`src/rtl/acorn_decrypt_process_pkg.sv`:
```
// ACORN-128 shared definitions: widths, tap positions,
// step schedule, FSM encoding and boolean helpers.
package acorn_decrypt_process_pkg;

    localparam int STATE_W   = 293;
    localparam int MSG_BITS  = 128;
    localparam int PAD_STEPS = 256;
    localparam int CNT_W     = 9;

    localparam int T0   = 0;
    localparam int T12  = 12;
    localparam int T23  = 23;
    localparam int T61  = 61;
    localparam int T66  = 66;
    localparam int T107 = 107;
    localparam int T111 = 111;
    localparam int T154 = 154;
    localparam int T160 = 160;
    localparam int T193 = 193;
    localparam int T196 = 196;
    localparam int T230 = 230;
    localparam int T235 = 235;
    localparam int T244 = 244;
    localparam int T289 = 289;

    // last message step, pad-bit step, first ca=0 step, last step
    localparam logic [CNT_W-1:0] LAST_DEC = 9'd127;
    localparam logic [CNT_W-1:0] PAD_ONE  = 9'd128;
    localparam logic [CNT_W-1:0] CA_END   = 9'd256;
    localparam logic [CNT_W-1:0] LAST_PAD = 9'd383;

    typedef enum logic [1:0] {
        ST_IDLE = 2'd0,
        ST_DEC  = 2'd1,
        ST_PAD  = 2'd2
    } fsm_e;

    function automatic logic maj(input logic a, input logic b, input logic c);
        return (a & b) ^ (a & c) ^ (b & c);
    endfunction

    function automatic logic ch(input logic x, input logic y, input logic z);
        return (x & y) ^ (~x & z);
    endfunction

endpackage

```
`src/rtl/acorn_decrypt_process_if.sv`:
```
// Request/result bundle of the ACORN ciphertext processor.
// master drives start and operands; slave returns results.
interface acorn_decrypt_process_if;
    import acorn_decrypt_process_pkg::*;

    logic                start;
    logic [STATE_W-1:0]  state_in;
    logic [MSG_BITS-1:0] ct_in;
    logic [MSG_BITS-1:0] pt_out;
    logic [STATE_W-1:0]  state_out;
    logic                busy;
    logic                done;

    modport master (
        output start, state_in, ct_in,
        input  pt_out, state_out, busy, done
    );

    modport slave (
        input  start, state_in, ct_in,
        output pt_out, state_out, busy, done
    );

endinterface

```
`src/rtl/acorn_step.sv`:
```
// One ACORN-128 state-update step, purely combinational.
// Shared by the encrypt, decrypt and finalization datapaths.
module acorn_step
    import acorn_decrypt_process_pkg::*;
(
    input  logic [STATE_W-1:0] state_i,
    input  logic               ca,
    input  logic               cb,
    input  logic               m_sel,
    input  logic               ct_bit,
    output logic               ks,
    output logic               m,
    output logic [STATE_W-1:0] state_o
);

    logic [STATE_W-1:0] s;
    logic               f;

    // LFSR feedback, keystream, message bit and shifted next state
    always_comb begin
        s       = state_i;
        s[T289] = state_i[T289] ^ state_i[T235] ^ state_i[T230];
        s[T230] = state_i[T230] ^ state_i[T196] ^ state_i[T193];
        s[T193] = state_i[T193] ^ state_i[T160] ^ state_i[T154];
        s[T154] = state_i[T154] ^ state_i[T111] ^ state_i[T107];
        s[T107] = state_i[T107] ^ state_i[T66]  ^ state_i[T61];
        s[T61]  = state_i[T61]  ^ state_i[T23]  ^ state_i[T0];

        ks = s[T12] ^ s[T154]
           ^ maj(s[T235], s[T61], s[T193])
           ^ ch(s[T230], s[T111], s[T66]);

        m = m_sel ? (ct_bit ^ ks) : ct_bit;

        f = s[T0] ^ ~s[T107]
          ^ maj(s[T244], s[T23], s[T160])
          ^ (ca & s[T196]) ^ (cb & ks) ^ m;

        state_o = {f, s[STATE_W-1:1]};
    end

endmodule

```
`src/rtl/acorn_decrypt_process.sv`:
```
// Bit-serial ACORN-128 decryption: 128 message steps then
// 256 padding steps, one step per clock.
module acorn_decrypt_process
    import acorn_decrypt_process_pkg::*;
(
    input  logic                   clk,
    input  logic                   rst,
    acorn_decrypt_process_if.slave bus
);

    fsm_e                fsm_q, fsm_d;
    logic [CNT_W-1:0]    cnt_q, cnt_d;
    logic [STATE_W-1:0]  state_q, state_d;
    logic [MSG_BITS-1:0] ct_q, ct_d;
    logic [MSG_BITS-1:0] pt_q, pt_d;
    logic                busy_q, busy_d;
    logic                done_q, done_d;

    logic                step_ca;
    logic                step_msel;
    logic                step_in;
    logic                step_ks;
    logic                step_m;
    logic [STATE_W-1:0]  step_next;

    // step controls: pad bit is a literal 1 only at step 128
    always_comb begin
        step_ca   = (cnt_q < CA_END);
        step_msel = (fsm_q == ST_DEC);
        step_in   = step_msel ? ct_q[cnt_q[6:0]]
                              : (cnt_q == PAD_ONE);
    end

    acorn_step u_step (
        .state_i (state_q),
        .ca      (step_ca),
        .cb      (1'b0),
        .m_sel   (step_msel),
        .ct_bit  (step_in),
        .ks      (step_ks),
        .m       (step_m),
        .state_o (step_next)
    );

    // sequencing: accept, decrypt, pad, then report
    always_comb begin
        fsm_d   = fsm_q;
        cnt_d   = cnt_q;
        state_d = state_q;
        ct_d    = ct_q;
        pt_d    = pt_q;
        busy_d  = busy_q;
        done_d  = 1'b0;
        unique case (fsm_q)
            ST_IDLE: begin
                if (bus.start) begin
                    fsm_d   = ST_DEC;
                    state_d = bus.state_in;
                    ct_d    = bus.ct_in;
                    pt_d    = '0;
                    cnt_d   = '0;
                    busy_d  = 1'b1;
                end
            end
            ST_DEC: begin
                state_d             = step_next;
                pt_d[cnt_q[6:0]]    = step_m;
                cnt_d               = cnt_q + 9'd1;
                if (cnt_q == LAST_DEC) begin
                    fsm_d = ST_PAD;
                end
            end
            ST_PAD: begin
                state_d = step_next;
                if (cnt_q == LAST_PAD) begin
                    fsm_d  = ST_IDLE;
                    busy_d = 1'b0;
                    done_d = 1'b1;
                end else begin
                    cnt_d = cnt_q + 9'd1;
                end
            end
            default: begin
                fsm_d  = ST_IDLE;
                busy_d = 1'b0;
            end
        endcase
    end

    // state registers, reset dominates everything
    always_ff @(posedge clk) begin
        if (rst) begin
            fsm_q   <= ST_IDLE;
            cnt_q   <= '0;
            state_q <= '0;
            ct_q    <= '0;
            pt_q    <= '0;
            busy_q  <= 1'b0;
            done_q  <= 1'b0;
        end else begin
            fsm_q   <= fsm_d;
            cnt_q   <= cnt_d;
            state_q <= state_d;
            ct_q    <= ct_d;
            pt_q    <= pt_d;
            busy_q  <= busy_d;
            done_q  <= done_d;
        end
    end

    assign bus.pt_out    = pt_q;
    assign bus.state_out = state_q;
    assign bus.busy      = busy_q;
    assign bus.done      = done_q;

    logic unused_ks;
    assign unused_ks = step_ks;

endmodule
```
`src/flat_wrapper.sv`:
```
// flat-port wrapper written by rule: the top's interface ports become plain ports
module acorn_decrypt_process_flat import acorn_decrypt_process_pkg::*;
  (clk, rst, bus_start, bus_state_in, bus_ct_in, bus_pt_out, bus_state_out, bus_busy, bus_done);
  acorn_decrypt_process_if bus_i ();
  input  logic clk;
  input  logic rst;
  input wire logic [$bits(bus_i.start)-1:0] bus_start;
  input wire logic [$bits(bus_i.state_in)-1:0] bus_state_in;
  input wire logic [$bits(bus_i.ct_in)-1:0] bus_ct_in;
  output wire logic [$bits(bus_i.pt_out)-1:0] bus_pt_out;
  output wire logic [$bits(bus_i.state_out)-1:0] bus_state_out;
  output wire logic [$bits(bus_i.busy)-1:0] bus_busy;
  output wire logic [$bits(bus_i.done)-1:0] bus_done;
  assign bus_i.start = bus_start;
  assign bus_i.state_in = bus_state_in;
  assign bus_i.ct_in = bus_ct_in;
  assign bus_pt_out = bus_i.pt_out;
  assign bus_state_out = bus_i.state_out;
  assign bus_busy = bus_i.busy;
  assign bus_done = bus_i.done;
  acorn_decrypt_process u_core (.clk(clk), .rst(rst), .bus(bus_i));
endmodule
```
`config.mk`:
```
export PLATFORM = sky130hd
export DESIGN_NAME = acorn_decrypt_process_flat
export DESIGN_NICKNAME = d
export VERILOG_FILES = /design/src/rtl/acorn_decrypt_process_pkg.sv /design/src/rtl/acorn_decrypt_process_if.sv /design/src/rtl/acorn_step.sv /design/src/rtl/acorn_decrypt_process.sv /design/src/flat_wrapper.sv
export SDC_FILE = /design/constraint.sdc
export NUM_CORES = 1
export LEC_CHECK = 0
export CORE_AREA = 2 2 333 335
export DETAILED_ROUTE_END_ITERATION = 8
export DIE_AREA = 0 0 335 337
export GPL_TIMING_DRIVEN = 0
export SETUP_SLACK_MARGIN = 0.02
export SLEW_MARGIN = 15
export SYNTH_ARGS = -nofsm -noshare
export SYNTH_HDL_FRONTEND = slang
export SYNTH_HIERARCHICAL = 1
export SYNTH_SLANG_ARGS = --single-unit
```
`constraint.sdc`:
```
create_clock -name clk -period 6.45 [get_ports clk]
set_clock_uncertainty 0.1 [all_clocks]
set_input_delay 1.29 -clock clk [delete_from_list [all_inputs] [get_ports clk]]
set_output_delay 1.29 -clock clk [all_outputs]
set_load 0.05 [all_outputs]
```
# Yosys cells after proc, flatten, opt, wreduce, memory -nomap -nowiden
# Cells that the tools add are included.
# op_classes
n_eq_ne	9
bitwise	38
n_reduce_logical	13
magnitude_cmp	3
muxes	22
n_addsub	1
# ops
cell	count
293-bit case mux with 2 select lines	1
293-bit 2-to-1 mux	1
128-bit case mux with 2 select lines	1
128-bit bitwise mux	1
128-bit 2-to-1 mux	1
9-bit case mux with 3 select lines	1
1-bit bitwise XOR	25
9-bit 2-to-1 mux	2
9-bit by 1-bit adder with 9-bit output (second input constant)	1
1-bit AND	9
9-bit by 7-bit == test with 1-bit output (second input constant)	1
9-bit by 8-bit == test with 1-bit output (second input constant)	1
9-bit == test (second input constant)	1
9-bit less-than comparator (second input constant)	1
3-bit AND reduction	3
7-bit by 8-bit less-than comparator with 1-bit output (second input constant)	1
1-bit binary-select mux with 7-bit select	1
1-bit demux with 7-bit select	1
7-bit by 1-bit >= comparator with 1-bit output (second input constant)	1
1-bit 2-to-1 mux	7
2-bit 2-to-1 mux	3
2-bit case mux with 3 select lines	1
2-bit AND reduction	3
2-bit by 1-bit inequality test with 1-bit output (second input constant)	2
other kinds (10)	16
# word_totals
reg_bits	562
elab_cells	93

# Longest topological paths before layout
# Gate-level depths: netlist (run 1).
# logic_depth
word_depth	11
mapped_depth	17

# Cells and area by module
# Netlist (run 1), hierarchy kept.
# by_module_without_submodules
module	instances	area_each_um2	cells_per_inst
acorn_decrypt_process	1	24591.1	2866
acorn_step	1	2479.9	317

# Worst setup path before layout (run 1)
# No wires, ideal clock.
# synth_path
kind	register -> register
from	register u_core.state_q[193] (netlist: u_core/bus.state_out[193])
to	register u_core.pt_q[100] (netlist: u_core/bus.pt_out[100])
t_required_ns	6.284
path_slack_ns	3.157
arrival_ns	3.127
stages_incl_launch_ff	11
path_buffers	1
setup_time_ns	0.066
path_cell_list	dfxtp_1 xnor3_2 mux2i_4 xor2_2 mux2i_1 xor2_1 nand3_1 nor2_1 buf_2 a22oi_1 nor2_1
# synth_via
elab_chain_cells	11
elab_cells_between_ends	17
# synth_lines
element	line_no	text
start, declared	acorn_decrypt_process.sv:13	logic [STATE_W-1:0] state_q, state_d;
start signal, assigned	acorn_decrypt_process.sv:103	state_q <= state_d;
1-bit bitwise XOR (2 in series)	acorn_step.sv:24	s[T193] = state_i[T193] ^ state_i[T160] ^ state_i[T154];
1-bit AND	acorn_decrypt_process_pkg.sv:39	return (a & b) ^ (a & c) ^ (b & c);
1-bit bitwise XOR (2 in series)	acorn_decrypt_process_pkg.sv:39	
1-bit bitwise XOR	acorn_step.sv:30	^ maj(s[T235], s[T61], s[T193])
1-bit bitwise XOR *	acorn_step.sv:31	^ ch(s[T230], s[T111], s[T66]);
1-bit bitwise XOR *	acorn_step.sv:33	m = m_sel ? (ct_bit ^ ks) : ct_bit;
1-bit 2-to-1 mux *	acorn_step.sv:33	
via u_core.step_m	acorn_decrypt_process.sv:23	logic step_m;
128-bit bitwise mux *	acorn_decrypt_process.sv:67	pt_d[cnt_q[6:0]] = step_m;
128-bit case mux with 2 select lines *	acorn_decrypt_process.sv:54	unique case (fsm_q)
end signal, assigned	acorn_decrypt_process.sv:105	pt_q <= pt_d;
end, declared	acorn_decrypt_process.sv:15	logic [MSG_BITS-1:0] pt_q, pt_d;
# Mark *: on every way through the listed nets, which the timed path passes. The rest lies on a longest branch.
# A chain may end at the register's enable or synchronous reset.

# Worst setup path in the final report (run 1)
# layout_path
from	register u_core.cnt_q[4]
to	register u_core.pt_q[68] (netlist: u_core/bus.pt_out[68])
# layout_via
elab_chain_cells	7
elab_cells_between_ends	13
# layout_lines
element	line_no	text
start, declared	acorn_decrypt_process.sv:12	logic [CNT_W-1:0] cnt_q, cnt_d;
start signal, assigned	acorn_decrypt_process.sv:102	cnt_q <= cnt_d;
1-bit binary-select mux with 7-bit select	acorn_decrypt_process.sv:30	step_in = step_msel ? ct_q[cnt_q[6:0]]
1-bit 2-to-1 mux (implied by the code)	acorn_decrypt_process.sv:30	
1-bit 2-to-1 mux *	acorn_decrypt_process.sv:30	
via u_core.step_in	acorn_decrypt_process.sv:21	logic step_in;
1-bit bitwise XOR	acorn_step.sv:33	
1-bit 2-to-1 mux *	acorn_step.sv:33	
via u_core.step_m	acorn_decrypt_process.sv:23	
128-bit bitwise mux *	acorn_decrypt_process.sv:67	
128-bit case mux with 2 select lines *	acorn_decrypt_process.sv:54	
# Mark *: on every way through the listed nets, which the timed path passes. The rest lies on a longest branch. The select of a mux whose other input is x is not followed.

==> results of run 1 <==
-- how the worst max path moves through the flow --
stage,from,end,slack [ns]
finish,u_core/cnt_q[4],u_core/bus.pt_out[68],1.28
detailed placement,u_core/fsm_q[1],u_core/bus.pt_out[68],1.38
global route,u_core/fsm_q[1],u_core/bus.pt_out[116],1.10
global placement,u_core/cnt_q[3],u_core/bus.pt_out[116],1.33
floorplan,u_core/bus.state_out[193],u_core/bus.pt_out[100],3.20
CTS,u_core/fsm_q[1],u_core/bus.pt_out[68],1.35
-- layout make-up --
| cell class | count | area, um2 | area share (%) |
|---|---|---|---|
| clock inverter | 33 | 557 | 1.40 |
| multi-input combinational | 2066 | 12500 | 31.4 |
| sequential | 562 | 11300 | 28.2 |
| inverter | 10 | 37.5 | 0.0942 |
| antenna | 10 | 25.0 | 0.0628 |
| buffer | 544 | 3260 | 8.18 |
| clock buffer | 94 | 1950 | 4.90 |
| tap | 1426 | 1780 | 4.48 |
| timing repair buffer | 845 | 8460 | 21.2 |
-- where the power goes --
part	switching, W	internal [W]
registers	0.000910	0.00456
logic	0.00904	0.00548
clock network	0.00176	0.00256
total	0.0117	0.0126
-- worst register-to-register path, stage by stage, from the launching register on --
cell      delay (ns)
dfxtp_1         0.32
buf_2           0.20
nor2b_1         0.15
clkbuf_1        0.75
o21ai_0         0.28
nand4_1         0.32
a221oi_1        0.14
a31oi_1         0.73
xor2_1          0.31
nand3_1         0.33
nor2_1          0.73
buf_2           0.47
a22oi_1         0.18
nor2_1          0.10
-- per-layer routing --
layer,part of all wire (%),vias to the layer above
li1,-,12600
met1,41,12600
met2,47,1093
met3,8.5,211
met4,2.9,26
met5,0.13,-
-- sequential cells by signal, indices dropped and copies added, names as in the netlist --
| signal | flops |
|---|---|
| u_core/cnt_q | 9 |
| u_core/bus.pt_out | 128 |
| u_core/bus.busy | 1 |
| u_core/bus.done | 1 |
| u_core/bus.state_out | 293 |
| u_core/fsm_q | 2 |
| u_core/ct_q | 128 |
-- metrics by stage --
stage | total power (W) | instances
6_report | 0.0243 | 5590
2_1_floorplan | 0.0153 | 3182
3_3_place_gp | 0.0200 | 5453
5_1_grt | 0.0256 | 5582
4_1_cts | 0.0245 | 5580
3_5_place_dp | 0.0201 | 5453
-- placed cells by master (no fill, tap or decap), drive strengths merged, types with 3 or more instances in the layout --
cell / n
a21oi: 144
nor2b: 9
diode: 10
nand4: 5
and2: 6
nand2: 413
nor2: 457
bufinv: 10
a211oi: 294
xnor2: 10
mux4: 4
or2: 5
clkinvlp: 4
a221oi: 4
o22ai: 20
clkdlybuf4s50: 845
clkbuf: 262
mux2i: 350
inv: 11
mux2: 3
ha: 5
xor2: 4
or3: 5
nor3: 6
o21ai: 149
a22oi: 129
o211ai: 3
buf: 376
nand2b: 13
clkinv: 18
nand3: 8
dfxtp: 562
==> reports/metrics.cfg, run 1 <==
[clock_network]
hold_buffers=0
cts_made_buffers=69
cts_sinks=562
cts_setup_buffers=0
cts.repair.resized=0
cts_max_level=3
clock_latency_ns=0.66
cts_root_buf=clkbuf_16
cts_tree=built
clkTransAtPathRegs_ns=0.06
clock_path_buffers=3

[place]
post_dp_cell_area_um2=37300
hpwl_um=99400
pre_cts_slack_ns=1.38
place_congestion=0.904
io_buffer_count=845

[critical_path]
reg2reg_to=u_core/bus.pt_out[68]
path_class=flip-flop to flip-flop
path_cells=buf_2 > nor2b_1 > clkbuf_1 > o21ai_0 > nand4_1 > a221oi_1 > a31oi_1 > xor2_1 > nand3_1 > nor2_1 > buf_2 > a22oi_1 > nor2_1
cp.depth=13
slowest_stage=clkbuf_1
reg2reg_from=u_core/cnt_q[4]
arrival_ns=5.64
end_kind=flip-flop
crit_fanout=10
crit_path_start_kind=flip-flop
cp.required_ns=6.92
r2r_cells=13
path_buf_inv=3
crit_family=simple AND/OR/NAND/NOR gates
slowest_delay_ns=0.75
rrSetupSlack_ns=1.28

[pwr]
leakage_nw=14.9
pwr_density_cell_nw_per_um2=610
ir_worst_vdd_mv=0.310

[finish]
fill_cells=11300
nets=4527
utilization_pct=36.4
drive_gt1_share_pct=12.2
synthToLayoutAreaGrowth_pct=47.2
finalInstanceArea_um2=39800

[route]
drtPass1Iterations=7
drt-wirelength-per-cell_um=22.9
via_per_inst=4.75
postRouteWirelength_um=128000
first_iter_violations=1870
drc=0
num_vias=26500
drtAntennaViolNets=0

[sta]
worstMarginPinSlew_ns=1.12
finalSetupTns_ns=0
hold_violations=0
fin_crit_ns=5.17
fmax_mhz=193
rsz0062_at_grt=false
finalWorstSetupSlack_ns=1.28
holdWs_ns=0.353
finalSetupViolCount=0
finalCritPeriodShare_pct=80.1
relSlewSlack_pct=24.6
finalMaxSlewViolations=0

[global_route]
grt_pass1_wl_um=180000
grt_max_degree=14
grt_use_total_pct=21.6
use_met3_pct=6.16
grt-busiest-layer=met2
antenna_found_initial=32
overflow=0
met2_usage_pct=36.7
grt_use_met1_pct=26.2
grt_pass1_vias=26200

[worst_hold_path]
hold_path.class=flip-flop to flip-flop
whs_endpoint=u_core/ct_q[59]
hp-start=u_core/ct_q[59]
hold_depth=2

[logic_synthesis]
synthCells=3182
syn-num-nets=3611
ys_warn_count=6
syn_area_um2=27100
syn_area_per_cell_um2=8.50

[floorplanning]
dieWidth_um=335
core_um2=110000
io_pins=847
initial_core_util_pct=24.7
die_y_um=337
rows=122
die-area_um2=113000

[flow_run]
cap_violations=0

[status]
outcome=complete, no violations

No activity file was read; power rests on OpenSTA's default activity.
==> run 2: changes to the inputs <==
- clock period: 6.45 -> 5.38 ns (I/O delays scaled with it)
==> results of run 2 <==
Same layout as run 1 (identical final DEF). Status: complete, no violations.
Main changes from that run: setup slack after placement 1.38 ns -> 0.308 ns; setup slack after layout 1.28 ns -> 0.211 ns; register-to-register setup slack 1.28 ns -> 0.21 ns; total power 0.0243 W -> 0.0292 W; worst IR drop on VDD 0.310 mV -> 0.372 mV
==> run 3: changes to the inputs <==
- CTS_CLUSTER_SIZE: default -> 40
==> results of run 3 <==
Same layout as run 1 (identical final DEF). Status: complete, no violations.
Main changes from that run: setup slack after placement 1.38 ns -> 0.308 ns; setup slack after layout 1.28 ns -> 0.211 ns; register-to-register setup slack 1.28 ns -> 0.21 ns; total power 0.0243 W -> 0.0292 W; worst IR drop on VDD 0.310 mV -> 0.372 mV
